[src/rtl/effect_mixer.sv]
// Sums NUM_CH signed 16-bit effect samples per playback tick, saturates to 16 bits,
// and serializes the held result MSB-first to the WM8731 DAC in I2S framing.
module effect_mixer #(
  parameter int unsigned NUM_CH = 4
) (
  input  logic                 i_clk,
  input  logic                 i_rst_n,
  input  logic                 i_sample_valid,
  input  logic [NUM_CH*16-1:0] i_samples,
  input  logic                 i_AUD_BCLK,
  input  logic                 i_AUD_DACLRCK,
  output logic                 o_AUD_DACDAT,
  output logic [15:0]          o_mix,
  output logic                 o_mix_valid,
  output logic                 o_busy,
  output logic                 o_overflow,
  output logic                 o_dropped
);

  localparam int unsigned IdxW = (NUM_CH > 1) ? $clog2(NUM_CH) : 1;
  localparam logic [IdxW-1:0] LastIdx = IdxW'(NUM_CH - 1);

  typedef enum logic [1:0] {StIdle, StAccum, StSat} state_e;

  state_e                state_q, state_d;
  logic [NUM_CH*16-1:0]  samples_q, samples_d;
  logic signed [19:0]    acc_q, acc_d;
  logic [IdxW-1:0]       idx_q, idx_d;
  logic [15:0]           mix_q, mix_d;
  logic                  mix_valid_q, mix_valid_d;
  logic                  overflow_q, overflow_d;
  logic                  dropped_q, dropped_d;
  logic [15:0]           hold_q, hold_d;

  logic [15:0]           cur_sample;
  logic [15:0]           sat_val;
  logic                  clamp;

  assign cur_sample = samples_q[idx_q*16 +: 16];

  always_comb begin
    sat_val = acc_q[15:0];
    clamp   = 1'b0;
    if (acc_q > 20'sd32767) begin
      sat_val = 16'h7fff;
      clamp   = 1'b1;
    end else if (acc_q < -20'sd32768) begin
      sat_val = 16'h8000;
      clamp   = 1'b1;
    end
  end

  always_comb begin
    state_d     = state_q;
    samples_d   = samples_q;
    acc_d       = acc_q;
    idx_d       = idx_q;
    mix_d       = mix_q;
    mix_valid_d = 1'b0;
    overflow_d  = overflow_q;
    dropped_d   = dropped_q;
    hold_d      = hold_q;
    unique case (state_q)
      StIdle: begin
        if (i_sample_valid) begin
          samples_d = i_samples;
          acc_d     = '0;
          idx_d     = '0;
          state_d   = StAccum;
        end
      end
      StAccum: begin
        if (i_sample_valid) dropped_d = 1'b1;
        acc_d = acc_q + {{4{cur_sample[15]}}, cur_sample};
        idx_d = idx_q + 1'b1;
        if (idx_q == LastIdx) state_d = StSat;
      end
      StSat: begin
        if (i_sample_valid) dropped_d = 1'b1;
        mix_d       = sat_val;
        hold_d      = sat_val;
        mix_valid_d = 1'b1;
        if (clamp) overflow_d = 1'b1;
        state_d = StIdle;
      end
      default: state_d = StIdle;
    endcase
  end

  always_ff @(posedge i_clk or negedge i_rst_n) begin
    if (!i_rst_n) begin
      state_q     <= StIdle;
      samples_q   <= '0;
      acc_q       <= '0;
      idx_q       <= '0;
      mix_q       <= '0;
      mix_valid_q <= 1'b0;
      overflow_q  <= 1'b0;
      dropped_q   <= 1'b0;
      hold_q      <= '0;
    end else begin
      state_q     <= state_d;
      samples_q   <= samples_d;
      acc_q       <= acc_d;
      idx_q       <= idx_d;
      mix_q       <= mix_d;
      mix_valid_q <= mix_valid_d;
      overflow_q  <= overflow_d;
      dropped_q   <= dropped_d;
      hold_q      <= hold_d;
    end
  end

  assign o_mix       = mix_q;
  assign o_mix_valid = mix_valid_q;
  assign o_busy      = (state_q != StIdle);
  assign o_overflow  = overflow_q;
  assign o_dropped   = dropped_q;

  // Codec clocks are asynchronous: 2-flop synchronizers plus one delay flop for edges.
  logic [1:0]  bclk_sync_q, lrck_sync_q;
  logic        bclk_prev_q, lrck_prev_q;
  logic        lrck_edge, bclk_fall;
  logic [15:0] shift_q, shift_d;
  logic [4:0]  cnt_q, cnt_d;
  logic        dat_q, dat_d;

  assign lrck_edge = lrck_sync_q[1] ^ lrck_prev_q;
  assign bclk_fall = bclk_prev_q & ~bclk_sync_q[1];

  always_comb begin
    shift_d = shift_q;
    cnt_d   = cnt_q;
    dat_d   = dat_q;
    if (lrck_edge) begin
      // Frame load wins over a coincident BCLK fall, giving the I2S one-bit delay.
      shift_d = hold_q;
      cnt_d   = '0;
    end else if (bclk_fall) begin
      if (cnt_q < 5'd16) begin
        dat_d   = shift_q[15];
        shift_d = {shift_q[14:0], 1'b0};
        cnt_d   = cnt_q + 5'd1;
      end else begin
        dat_d = 1'b0;
      end
    end
  end

  always_ff @(posedge i_clk or negedge i_rst_n) begin
    if (!i_rst_n) begin
      bclk_sync_q <= '0;
      lrck_sync_q <= '0;
      bclk_prev_q <= 1'b0;
      lrck_prev_q <= 1'b0;
      shift_q     <= '0;
      cnt_q       <= '0;
      dat_q       <= 1'b0;
    end else begin
      bclk_sync_q <= {bclk_sync_q[0], i_AUD_BCLK};
      lrck_sync_q <= {lrck_sync_q[0], i_AUD_DACLRCK};
      bclk_prev_q <= bclk_sync_q[1];
      lrck_prev_q <= lrck_sync_q[1];
      shift_q     <= shift_d;
      cnt_q       <= cnt_d;
      dat_q       <= dat_d;
    end
  end

  assign o_AUD_DACDAT = dat_q;

endmodule

[config.mk]
export PLATFORM = sky130hd
export DESIGN_NAME = effect_mixer
export DESIGN_NICKNAME = d
export VERILOG_FILES = /design/src/rtl/effect_mixer.sv
export SDC_FILE = /design/constraint.sdc
export NUM_CORES = 1
export LEC_CHECK = 0
export ABC_AREA = 1
export CAP_MARGIN = 20
export CORE_MARGIN = 5
export CORE_UTILIZATION = 60
export CTS_CLUSTER_SIZE = 10
export DETAILED_ROUTE_END_ITERATION = 7
export PLACE_DENSITY = 0.86
export SKIP_CTS_REPAIR_TIMING = 1
export SLEW_MARGIN = 5
export SYNTH_ARGS = -nofsm -noshare
export SYNTH_HDL_FRONTEND = slang
export SYNTH_SLANG_ARGS = --single-unit
[constraint.sdc]
create_clock -name i_clk -period 6 [get_ports i_clk]
set_clock_uncertainty 0.2 [all_clocks]
set_input_delay 0.9 -clock i_clk [delete_from_list [all_inputs] [get_ports i_clk]]
set_output_delay 0.9 -clock i_clk [all_outputs]
set_load 0.005 [all_outputs]
# Word-level counts from Yosys, hierarchy flattened
# Cells that the tools add are included.
[totals]
output_inout_bits = 21
register_bits = 135
input_bits = 69
elab_cells = 63
[classes]
add_sub_neg = 3
n_shift = 1
n_eq_ne = 5
n_bitwise = 4
muxes = 19
magnitude_cmp = 3
reduce_logical = 13
[op_table]
columns = ["op", "count"]
rows = [
  ["2-to-1 mux 16 bit", 5],
  ["variable part select 64 x 7 -> 16 bit", 1],
  ["one-hot mux 20 bit (2 select lines)", 1],
  ["adder 20 bit", 1],
  ["> comparator 20 x 16 -> 1 bit, second input constant", 1],
  ["< comparator 20 x 16 -> 1 bit, second input constant", 1],
  ["2-to-1 mux 20 bit", 1],
  ["2-to-1 mux 5 bit", 3],
  ["AND reduction 2 bit", 7],
  ["one-hot mux 2 bit (2 select lines)", 2],
  ["nonzero test 2 bit", 4],
  ["2-to-1 mux 2 bit", 3],
  ["adder 5 x 1 -> 5 bit, second input constant", 1],
  ["< comparator 5 bit, second input constant", 1],
  ["== test 2 bit, second input constant", 2],
  ["2-to-1 mux 1 bit", 4],
  ["inequality test 2 bit, second input constant", 2],
  ["adder 2 x 1 -> 2 bit, second input constant", 1],
  ["== test 2 x 1 -> 1 bit, second input constant", 1],
  ["zero test 2 bit", 1],
  ["inverter 1 bit", 2],
  ["OR reduction 2 bit", 1],
  ["AND 1 bit", 1],
  ["bitwise XOR 1 bit", 1],
]

# Depth between registers and ports, before layout
# Gate-level depths: netlist (run 1).
[logic_depth]
word_depth = 4
depth_mapped = 17
mapped_depth_nobuf = 15

# Least setup slack after synthesis (run 1)
# Ideal clock, no wire load.
[synth_path]
path_kind = "reg-to-reg"
from = "register idx_q[0]"
to = "register acc_q[4]"
setup_ns = 0.122
required_ns = 5.678
slack_ns = 3.439
n_path_buf = 2
arrival_time_ns = 2.239
stages_incl_launch_ff = 12
period_less_slack_ns = 2.561
cell_sequence = "dfrtp_1 > buf_2 > inv_1 > clkbuf_1 > o21ai_0 > o22ai_1 > ha_1 > fa_1 > nand3_1 > nand3_1 > or2_2 > a32o_1"
[synth_between]
elab_chain_len = 3
[synth_lines]
columns = ["item", "line_no", "text"]
rows = [
  ["start, declared", "28", "logic [IdxW-1:0] idx_q, idx_d;"],
  ["start signal, assigned", "105", "idx_q <= idx_d;"],
  ["variable part select 64 x 7 -> 16 bit", "39", "assign cur_sample = samples_q[idx_q*16 +: 16];"],
  ["adder 20 bit", "74", "acc_d = acc_q + {{4{cur_sample[15]}}, cur_sample};"],
  ["one-hot mux 20 bit (2 select lines)", "63", "unique case (state_q)"],
  ["end signal, assigned", "94", "acc_q <= '0;"],
  ["end signal, assigned", "104", "acc_q <= acc_d;"],
  ["end, declared", "27", "logic signed [19:0] acc_q, acc_d;"],
]
# No other way between the ends.
# A chain may end at the register's enable or synchronous reset.

# Worst setup path after layout (run 1)
[layout_path]
from = "register idx_q[0]"
to = "register acc_q[12]"
# The elaborated chain is that of the path after synthesis.

==> results.md, run 1 <==
* I/O Buffers at 89
* Sw Ratio at 43.2%
* H-Tree Level Count at 4
* Worst-path cell chain: inv_1 -> o21ai_0 -> o22ai_1 -> ha_1 -> fa_1 -> nand3_1 -> nand3_1 -> nand2_1 -> nand2_1 -> nand2_1 -> nand3b_1 -> nand3_1 -> nand2_1
* FF-to-FF setup slack at ~2 ns
* Internal power at 0.00283 W
* Final HPWL DP at approximately 12000 um
* Post-Syn Area at just under 7000 um2
* Per-cell routed wire length at 15.4 um
* Most frequent cells in the layout: nand2_1, dfrtp_1, clkdlybuf4s50_1
* Startpoint types: register
* Clock Path Buffers at 2
* Yosys reg bits at 135
* Critical-path maximum fanout at 36
* Setup WS pre-CTS at 2.13 ns
* Clock transition at the registers of the reported paths at 0.06 ns
* First-pass GRT wire length at between 20000 and 30000 um
* Ratio of cells with drive above 1 in the final layout at 6.79%
* Critical path's slowest cell: dfrtp_1
* Switching pwr at 0.00215 W
* Critical setup path kind: reg -> reg
* Syn-to-layout area delta at 22.8%
* Row cnt at 39
* Via count at 6147
* FILL cells at 840
* Most common cell after layout, fill and taps aside: nand2_1
* Maxcap violations at 0
* Crit. End Element: register
* Worst Hold Class: reg -> reg
* Syn Inst Count at 880
* Comb pwr share at a little under half
* Power per cell area at 590 nW/um2
* CTS tree: built
* Initial cell density of the core at 60.6%
* Yosys warns at 0
* Remaining Overflow, GRT at 0
* Worst-Skew Late Latency at 0.43 ns
* Layout Nets at 1053
* Vias in the first global route at 5968
* Largest net degree at the start of global routing at 72
* Final Hold Fails at 0
* Area of the multi-input gates at 3090 um2
* Routed Wire Length at approximately 17000 um
* Pre-Repair DR Iteration Count at 5
* Initial antenna violation count at 0
* Most used cell, CP: nand2_1
* Worst slew margin at 33.3%
* Chip height at 117 um
* Final Max Slew Viols at 0
* Final setup fails at 0
* Crit path largest cell delay at 1.00 ns
* Seq/Total Area, Yosys at 49.2%
* Min Hold Slack at roughly 0.16 ns
* Seq pwr share at between 30% and 40%
* Num CTS Buffers at 17
* DRC violations left at 0
* Routed Antenna Nets at 0
* Clk root buf: clkbuf_16
* RSZ-0062 raised after global routing: no
* CP Data Arrival Time at between 4 and 5 ns
* DRT iter0 DRCs at 448
* Sequential cell area at 3380 um2
* Fin crit share at roughly 66%
* I/O pin count at 90
* Power share of the clock group at 21.6%
* VDD IR-drop max at approximately 0.34 mV
* Die Width at 117 um
* Vias per inst at 5.51
* DIE AREA at 13700 um2
* Number of diodes at 0
* Status: finished clean
* Final GP Congestion at 0.909
* Core area at approximately 11000 um2
* Setup_tns at 0 ns
* FMAX at 252 MHz
* Syn Nets at 974
* Setup WS post-layout at 2.03 ns
* Distinct cells, synth at 40
* Mean post-synth cell area at between 7 and 8 um2
* Worst EP required at 6.12 ns
* Lkg Pwr at 4.24 nW
* Clock sinks at 135
* Slew at the pin with the worst max-slew slack at 1.00 ns
* Aggregate global-route resource usage at 26.6%
* Tmin final at 3.97 ns
worst max-delay path: cells and delay by family, from the launching register on:
| family | cells | cell delay [ns] |
|---|---|---|
| compound gates | 2 | 0.48 |
| simple gates | 8 | 0.79 |
| buf+inv | 1 | 0.68 |
| flops | 1 | 1.00 |
| fa+ha+maj | 2 | 0.70 |
cells by family (layout without fill, tap and decap cells):
kind of cell	count (synthesis)	in the layout	synth area share, %
AO/OA/AOI/OAI	138	138	11.5
flip-flops	135	135	49.2
AND/OR/NAND/NOR	483	483	28.7
adder cells (fa/ha/maj)	25	25	4.67
buffers and inverters	98	190	5.76
XOR/XNOR	1	1	0.128
power groups by stage:
| stage | registers [W] | clock network, W | logic (W) |
|---|---|---|---|
| floorplan | 0.00147 | 0 | 0.00170 |
| CTS | 0.00159 | 0.00108 | 0.00228 |
| global placement | 0.00159 | 0 | 0.00218 |
| global route | 0.00163 | 0.00113 | 0.00261 |
| finish | 0.00160 | 0.00107 | 0.00230 |
| detailed placement | 0.00160 | 0 | 0.00225 |
final cells by class:
| type | instances | area share, % |
|---|---|---|
| timing repair buffer | 91 | 10.9 |
| multi-input combinational | 647 | 36.7 |
| sequential | 135 | 40.1 |
| clock buffer | 18 | 5.21 |
| tap | 143 | 2.12 |
| clock inverter | 14 | 2.06 |
| inverter | 67 | 2.98 |
registers in the layout, summed over array words and instances, names as in the netlist:
| name | flops |
|---|---|
| bclk_sync_q | 2 |
| hold_q | 16 |
| acc_q | 20 |
| shift_q | 16 |
| o_mix_valid | 1 |
| o_dropped | 1 |
| lrck_prev_q | 1 |
| cnt_q | 5 |
| o_overflow | 1 |
| o_AUD_DACDAT | 1 |
| bclk_prev_q | 1 |
| lrck_sync_q | 2 |
| samples_q | 64 |
| idx_q | 2 |
| state_q | 2 |
worst paths after layout:
path | startpoint | to | cells past startpoint
min | lrck_sync_q[0]$_DFF_PN0_ | lrck_sync_q[1]$_DFF_PN0_ | 0
max reg2reg | idx_q[0]$_DFFE_PN0P_ | acc_q[12]$_DFFE_PN0P_ | 13
max | idx_q[0]$_DFFE_PN0P_ | acc_q[12]$_DFFE_PN0P_ | 13
min reg2reg | lrck_sync_q[0]$_DFF_PN0_ | lrck_sync_q[1]$_DFF_PN0_ | 0
min in group asynchronous | i_rst_n | samples_q[60]$_DFFE_PN0P_ | 1
max in group asynchronous | i_rst_n | acc_q[1]$_DFFE_PN0P_ | 2
synthesized netlist by cell type, drive strengths merged:
cell | count | area share, %
o22ai | 15 | 1.4
dfrtp | 135 | 49
inv | 67 | 3.7
o211ai | 11 | 1.2
o221ai | 2 | 0.26
nor3 | 3 | 0.22
and2 | 1 | 0.091
o21bai | 1 | 0.11
nor3b | 1 | 0.11
a21oi | 17 | 1.4
a41oi | 2 | 0.26
or2 | 4 | 0.36
xnor2 | 1 | 0.13
a22o | 3 | 0.38
nand4 | 1 | 0.091
ha | 24 | 4.4
buf | 13 | 1.1
a32o | 2 | 0.29
a22oi | 1 | 0.11
o21ai | 83 | 6.1
nand3 | 29 | 2.5
a21o | 1 | 0.11
fa | 1 | 0.29
clkbuf | 18 | 1.0
nand2 | 372 | 21
nor4 | 1 | 0.091
nor2 | 65 | 4.0
nand3b | 6 | 0.66
layer usage:
metal / vias up / wire length, um / GRT usage (%) / part of all wire, %
li1: 2980 / - / - / -
met1: 2894 / 7070 / 33.2 / 41
met2: 226 / 8590 / 44.3 / 50
met3: 47 / 981 / 6.63 / 5.7
met4: 0 / 518 / 11.5 / 3.0
met5: - / 0 / 0 / 0
stage by stage:
stage / std cells / area, um2 / power (W) / util, %
finish: 1115 / 8430 / 0.00497 / 74.5
global route: 1115 / 8430 / 0.00537 / 74.5
CTS: 1114 / 8410 / 0.00495 / 74.3
detailed placement: 1082 / 7800 / 0.00384 / 68.9
global placement: 1082 / 7800 / 0.00376 / 68.9
floorplan: 880 / 6860 / 0.00317 / -
Note: power is estimated with default switching activity, not from simulation.
==> inputs of run 2 (changes only) <==
--- a/config.mk
+++ b/config.mk
@@ -8,10 +8,10 @@
 export ABC_AREA = 1
 export CAP_MARGIN = 20
 export CORE_MARGIN = 5
-export CORE_UTILIZATION = 60
+export CORE_UTILIZATION = 50
 export CTS_CLUSTER_SIZE = 10
 export DETAILED_ROUTE_END_ITERATION = 7
-export PLACE_DENSITY = 0.86
+export PLACE_DENSITY = 0.76
 export SKIP_CTS_REPAIR_TIMING = 1
 export SLEW_MARGIN = 5
 export SYNTH_ARGS = -nofsm -noshare
==> constraint.sdc (replaced) <==
create_clock -name i_clk -period 3.2 [get_ports i_clk]
set_clock_uncertainty 0.2 [all_clocks]
set_input_delay 0.48 -clock i_clk [delete_from_list [all_inputs] [get_ports i_clk]]
set_output_delay 0.48 -clock i_clk [all_outputs]
set_load 0.005 [all_outputs]
==> run 2 against run 1 <==
Compared with the run above: sequential power is 83% higher; critical path depth is 1 higher; worst setup slack worse by 1.6 ns; wire length is 0.62% higher; sequential share of layout area is 0.88 points lower; worst hold slack worse by 0.0011 ns; count of clock-buffer cells in the layout is 4 higher; largest cell class unchanged.
==> results.md, run 2 (synthesis results as in run 1) <==
* Initial antenna violation count at 0
* Crit path largest cell delay at 0.46 ns
* Ratio of cells with drive above 1 in the final layout at 7.64%
* Startpoint types: register
* FF-to-FF setup slack at 0.46 ns
* Worst-Skew Late Latency at between 0.4 and 0.5 ns
* Aggregate global-route resource usage at 22.4%
* Worst-path cell chain: inv_1 -> buf_4 -> o21ai_0 -> o22ai_1 -> ha_1 -> fa_1 -> nand3_1 -> nand3_1 -> nand2_1 -> nand2_1 -> nand2_1 -> nand3b_1 -> nand3_1 -> nand2_1
* Vias in the first global route at about 6000
* Vias per inst at roughly 5.2
* RSZ-0062 raised after global routing: no
* Worst R2R Start: idx_q[0]$_DFFE_PN0P_
* Clk root buf: clkbuf_16
* Layout Nets at 1063
* Final HPWL DP at roughly 12000 um
* Most common cell after layout, fill and taps aside: nand2_1
* Via count at 6066
* Critical-path maximum fanout at 15
* Crit. End Element: register
* DRT iter0 DRCs at around 450
* Final Hold Fails at 0
* Min-delay src: lrck_sync_q[0]$_DFF_PN0_
* Syn-to-layout area delta at 25.6%
* Chip height at 127 um
* Number of diodes at 0
* Fin crit share at 85.7%
* DIE AREA at approximately 16000 um2
* Pre-Repair DR Iteration Count at 6
* Post-Layout Cell Count at about 1200
* Remaining Overflow, GRT at 0
* Largest net degree at the start of global routing at 65
* CTS tree: built
* Slew at the pin with the worst max-slew slack at around 0.91 ns
* Clock Path Buffers at 2
* Routed Wire Length at about 17000 um
* Core area at 13300 um2
* Final GP Congestion at about 0.9
* H-Tree Level Count at 4
* Row cnt at 42
* Largest regs: samples_q: 64 flops, acc_q: 20 flops
* FMAX at 364 MHz
* Tmin final at 2.74 ns
* Clock sinks at 135
* Most flop-heavy register: samples_q
* Status: finished clean
* DRC violations left at 0
* Num CTS Buffers at 17
* Worst EP required at roughly 3.3 ns
* Critical setup path kind: reg -> reg
* Routed Antenna Nets at 0
* Final Max Slew Viols at 0
* Per-cell routed wire length at approximately 15 um
* Maxcap violations at 0
* Lkg Pwr at 4.33 nW
* Most frequent cells in the layout: nand2_1, dfrtp_1, clkdlybuf4s50_1
* Clock transition at the registers of the reported paths at 0.06 ns
* Setup_tns at 0 ns
* Initial cell density of the core at 51.4%
* Worst slew margin at 39.4%
* First-pass GRT wire length at 29000 um
* Most used cell, CP: nand2_1
* CP Data Arrival Time at 2.85 ns
* Placed Instances at about 1100
* Final setup fails at 0
* I/O Buffers at between 80 and 90
* VDD IR-drop max at 0.581 mV
* I/O pin count at 90
* Critical Path Start: idx_q[0]$_DFFE_PN0P_
* Power per cell area at 1120 nW/um2
* Critical path's slowest cell: fa_1
* Die Width at 127 um
* Number of flip-flops in the largest register at 64
* Worst Hold Class: reg -> reg
-- run 2: cell type report --
type,count,area (um2)
clock buffer,22,494
multi-input combinational,647,3090
inverter,67,251
fill,1120,4730
sequential,135,3380
clock inverter,10,189
timing repair buffer,101,993
tap,176,220
-- run 2: per-stage QoR --
stage	setup WS, ns	instance area, um2	util [%]	hold WS [ns]	total power [W]
final	0.456	8620	64.6	0.158	0.00961
after global routing	0.270	8620	64.6	0.168	0.0104
after CTS	0.482	8610	64.5	-0.170	0.00962
after detailed placement	0.481	7930	59.4	0.140	0.00732
after global placement	0.605	7930	59.4	0.132	0.00719
after floorplan	0.639	6860	-	-0.0156	0.00594
-- run 2: metal layers --
| metal | vias to the layer above | GRT usage, % | share of wire (%) |
|---|---|---|---|
| met2 | 186 | 36.8 | 48 |
| met4 | 0 | 7.89 | 2.2 |
| met5 | - | 0 | 0 |
| met1 | 2839 | 29.3 | 44 |
| met3 | 33 | 5.13 | 5.6 |
| li1 | 3008 | - | - |
-- run 2: final timing paths --
check                                                 end  depth (start not counted)
max in group asynchronous       samples_q[51]$_DFFE_PN0P_                          3
worst min register to register   lrck_sync_q[1]$_DFF_PN0_                          0
worst max register to register      acc_q[16]$_DFFE_PN0P_                         14
worst min-delay path             lrck_sync_q[1]$_DFF_PN0_                          0
min in group asynchronous       samples_q[54]$_DFFE_PN0P_                          2
worst max-delay path                acc_q[16]$_DFFE_PN0P_                         14
-- run 2: report_power, final --
part | switching [W] | internal (W) | leakage, nW | total [W]
sequential | 0.000501 | 0.00243 | 1.69 | 0.00293
combinational | 0.00278 | 0.00167 | 2.31 | 0.00446
clock | 0.000740 | 0.00149 | 0.333 | 0.00223
-- run 2: critical path, delay by kind of cell, from the launching register on --
kind / cells / cell delay (ns)
flops: 1 / 0.36
buf+inv: 2 / 0.24
compound gates: 2 / 0.30
fa+ha+maj: 2 / 0.71
simple gates: 8 / 0.83
==> inputs of run 3 (changes only) <==
--- a/config.mk
+++ b/config.mk
@@ -5,13 +5,12 @@
 export SDC_FILE = /design/constraint.sdc
 export NUM_CORES = 1
 export LEC_CHECK = 0
-export ABC_AREA = 1
 export CAP_MARGIN = 20
 export CORE_MARGIN = 5
 export CORE_UTILIZATION = 50
 export CTS_CLUSTER_SIZE = 10
 export DETAILED_ROUTE_END_ITERATION = 7
-export PLACE_DENSITY = 0.76
+export PLACE_DENSITY = 0.77
 export SKIP_CTS_REPAIR_TIMING = 1
 export SLEW_MARGIN = 5
 export SYNTH_ARGS = -nofsm -noshare
==> run 3 against run 2 <==
Compared with the run above: global-route usage down 2.8 points; combinational power up 21%; worst setup slack worse by 0.41 ns; non-clock buffer count up 19; critical path type unchanged; largest cell class unchanged; highest routed layer unchanged.
==> results.md, run 3 <==
* Status: finished clean
* Distinct cells, synth at 45
* DR WL met3 at 863 um
* Final GP Congestion at 0.854
* I/O Buffers at 89
* Post-Syn Area at 6590 um2
* Final Max Slew Viols at 0
* Most common cell after layout, fill and taps aside: dfrtp_1
* Initial antenna violation count at 0
* Tmin final at 3.16 ns
* Final Hold Fails at 0
* Worst-Skew Late Latency at 0.42 ns
* Routed Antenna Nets at 0
* Area of the multi-input gates at 3090 um2
* WL met1 at 6730 um
* Clock sinks at 135
* Final HPWL DP at 10500 um
* Critical Path Start: idx_q[0]$_DFFE_PN0P_
* Syn Nets at 654
* Number of flip-flops in the largest register at 64
* Crit. path cell count at 10
* Maxcap violations at 0
* Number of synthesized flops with an enable pin at 0
* Setup_tns at 0 ns
* Final setup fails at 0
* Core area at 13100 um2
* Yosys reg bits at 135
* Post-Layout Cell Count at approximately 860
* Die Width at 125 um
* Yosys top cell area share at 51.3%
* Routed Wire Length at between 10000 and 15000 um
* Worst slew margin at about two fifths
* FMAX at roughly 320 MHz
* Critical Path End: acc_q[18]$_DFFE_PN0P_
* Pre-Repair DR Iteration Count at 5
* Synth area leaders: dfrtp_1, mux2_2, ha_1
* Critical setup path kind: reg -> reg
* Fin crit share at 98.6%
* Worst-path cell chain: mux4_2 -> ha_4 -> fa_2 -> a21oi_2 -> o21ai_2 -> a21o_1 -> a211o_1 -> a41oi_2 -> a211o_1 -> nand3_1
* Worst Hold Class: reg -> reg
* First-pass GRT wire length at 24700 um
* Seq/Total Area, Yosys at between 50% and 60%
* Startpoint types: register
* Num CTS Buffers at 17
* Vias per inst at 5.55
* DRC violations left at 0
* Clk root buf: clkbuf_16
* DRT iter0 DRCs at around 340
* Critical path's slowest cell: mux4_2
* Most used cell, CP: a211o_1
* FF-to-FF setup slack at 0.04 ns
* VDD IR-drop max at 0.589 mV
* Per-cell routed wire length at 17.4 um
* Syn Inst Count at 560
* Most numerous cell in the Yosys netlist: dfrtp_1
* Worst path bufs/invs at 0
* Synth Flop Type: dfrtp_1
* CTS tree: built
* Largest regs: samples_q: 64 flops, acc_q: 20 flops
* Number of diodes at 0
* Power per cell area at 1210 nW/um2
* Most flop-heavy register: samples_q
* Sequential cell area at between 3000 and 4000 um2
* CP Data Arrival Time at 3.25 ns
* Yosys top cell by area: dfrtp_1
* Aggregate global-route resource usage at between 10% and 20%
* Slew at the pin with the worst max-slew slack at 0.923 ns
* Critical path's top delay family: compound AO/OA/AOI/OAI gates
* Chip height at roughly 120 um
* Lkg Pwr at 3.67 nW
* DIE AREA at roughly 16000 um2
* Largest net degree at the start of global routing at 94
* Via count at 4770
* Remaining Overflow, GRT at 0
* Most frequent cells in the layout: dfrtp_1, clkdlybuf4s50_1, mux2_2
* Mean post-synth cell area at 11.8 um2
* Initial cell density of the core at 50.3%
* Clock transition at the registers of the reported paths at 0.06 ns
* I/O pin count at 90
* Vias in the first global route at 5012
* Clock Path Buffers at 2
* PnR Total Power at 0.0104 W
* R2r endpoint: acc_q[18]$_DFFE_PN0P_
* Met2 routed WL at 7090 um
* Ratio of cells with drive above 1 in the final layout at 23.9%
* FILL cells at 967
* Top sig layer: met4
* H-Tree Level Count at 4
* Worst EP required at 3.30 ns
* Layout Nets at 764
* FF-to-FF path depth at 10
* Yosys warns at 0
* Util after Layout at 65.6%
* Synth async-reset ratio at 100%
* Worst R2R Start: idx_q[0]$_DFFE_PN0P_
* Crit path largest cell delay at between 0.5 and 0.6 ns
* Crit. End Element: register
* Placed Instances at roughly 820
* Commonest cells in the netlist: dfrtp_1, mux2_2, o21ai_0, nand2_1, inv_1
* Syn-to-layout area delta at 30.4%
* RSZ-0062 raised after global routing: yes
* Critical-path maximum fanout at 4
* Row cnt at between 40 and 50
[run 3: cell count changes after synthesis, sizes merged, moves of 8 or more]
cell | before | now
buf | 13 | 5
inv | 67 | 28
mux2 | 0 | 65
mux2i | 0 | 17
mux4 | 0 | 16
nand2 | 372 | 51
nand3 | 29 | 8
nor2 | 65 | 18
o21ai | 83 | 58
o22ai | 15 | 0
xnor2 | 1 | 13
[run 3: worst min path at each step]
stage,startpoint,end,slack [ns],cells past startpoint
floorplan,i_rst_n,acc_q[0]$_DFFE_PN0P_,-0.02,0
finish,bclk_sync_q[0]$_DFF_PN0_,bclk_sync_q[1]$_DFF_PN0_,0.15,0
global placement,i_rst_n,lrck_prev_q$_DFF_PN0_,0.09,1
detailed placement,i_rst_n,lrck_sync_q[1]$_DFF_PN0_,0.09,1
CTS,i_rst_n,lrck_sync_q[1]$_DFF_PN0_,-0.35,1
global route,bclk_sync_q[0]$_DFF_PN0_,bclk_sync_q[1]$_DFF_PN0_,0.17,0
[run 3: report_power, final]
part	switching (W)	internal [W]	leakage [nW]
Combinational	0.00265	0.00273	1.72
Clock	0.000726	0.00128	0.294
Sequential	0.000526	0.00247	1.66
[run 3: cell families after synthesis]
group                    synth area share (%)
flip-flops                               51.3
AO/OA/AOI/OAI                            12.1
multiplexers                             19.5
AND/OR/NAND/NOR                          6.19
buffers and inverters                    3.40
adder cells (fa/ha/maj)                  4.86
XOR/XNOR                                 2.66
[run 3: through the flow]
stage	area [um2]	hold WS, ns	setup WS (ns)
finish	8590	0.154	0.0439
global route	8590	0.169	-0.0622
CTS	8440	-0.355	-0.141
detailed placement	7820	0.0890	-0.0735
global placement	7820	0.0861	0.0330
floorplan	6590	-0.0156	0.0314
[run 3: worst reg2reg max path: stages (launching register included)]
cell     delay (ns)
dfrtp_2        0.46
mux4_2         0.56
ha_4           0.19
fa_2           0.37
a21oi_2        0.19
o21ai_2        0.08
a21o_1         0.19
a211o_1        0.38
a41oi_2        0.19
a211o_1        0.16
nand3_1        0.07
[run 3: area by class of cell]
class | count | share of cell area, %
sequential | 135 | 39.3
tap | 176 | 2.56
clock buffer | 20 | 5.43
timing repair buffer | 120 | 13.8
clock inverter | 12 | 1.73
multi-input combinational | 368 | 35.9
inverter | 28 | 1.22
[run 3: routing by layer]
metal	vias to the layer above	track usage, %
met3	20	5.32
met2	158	30.5
met5	-	0
met1	2356	26.7
met4	0	6.90
li1	2236	-
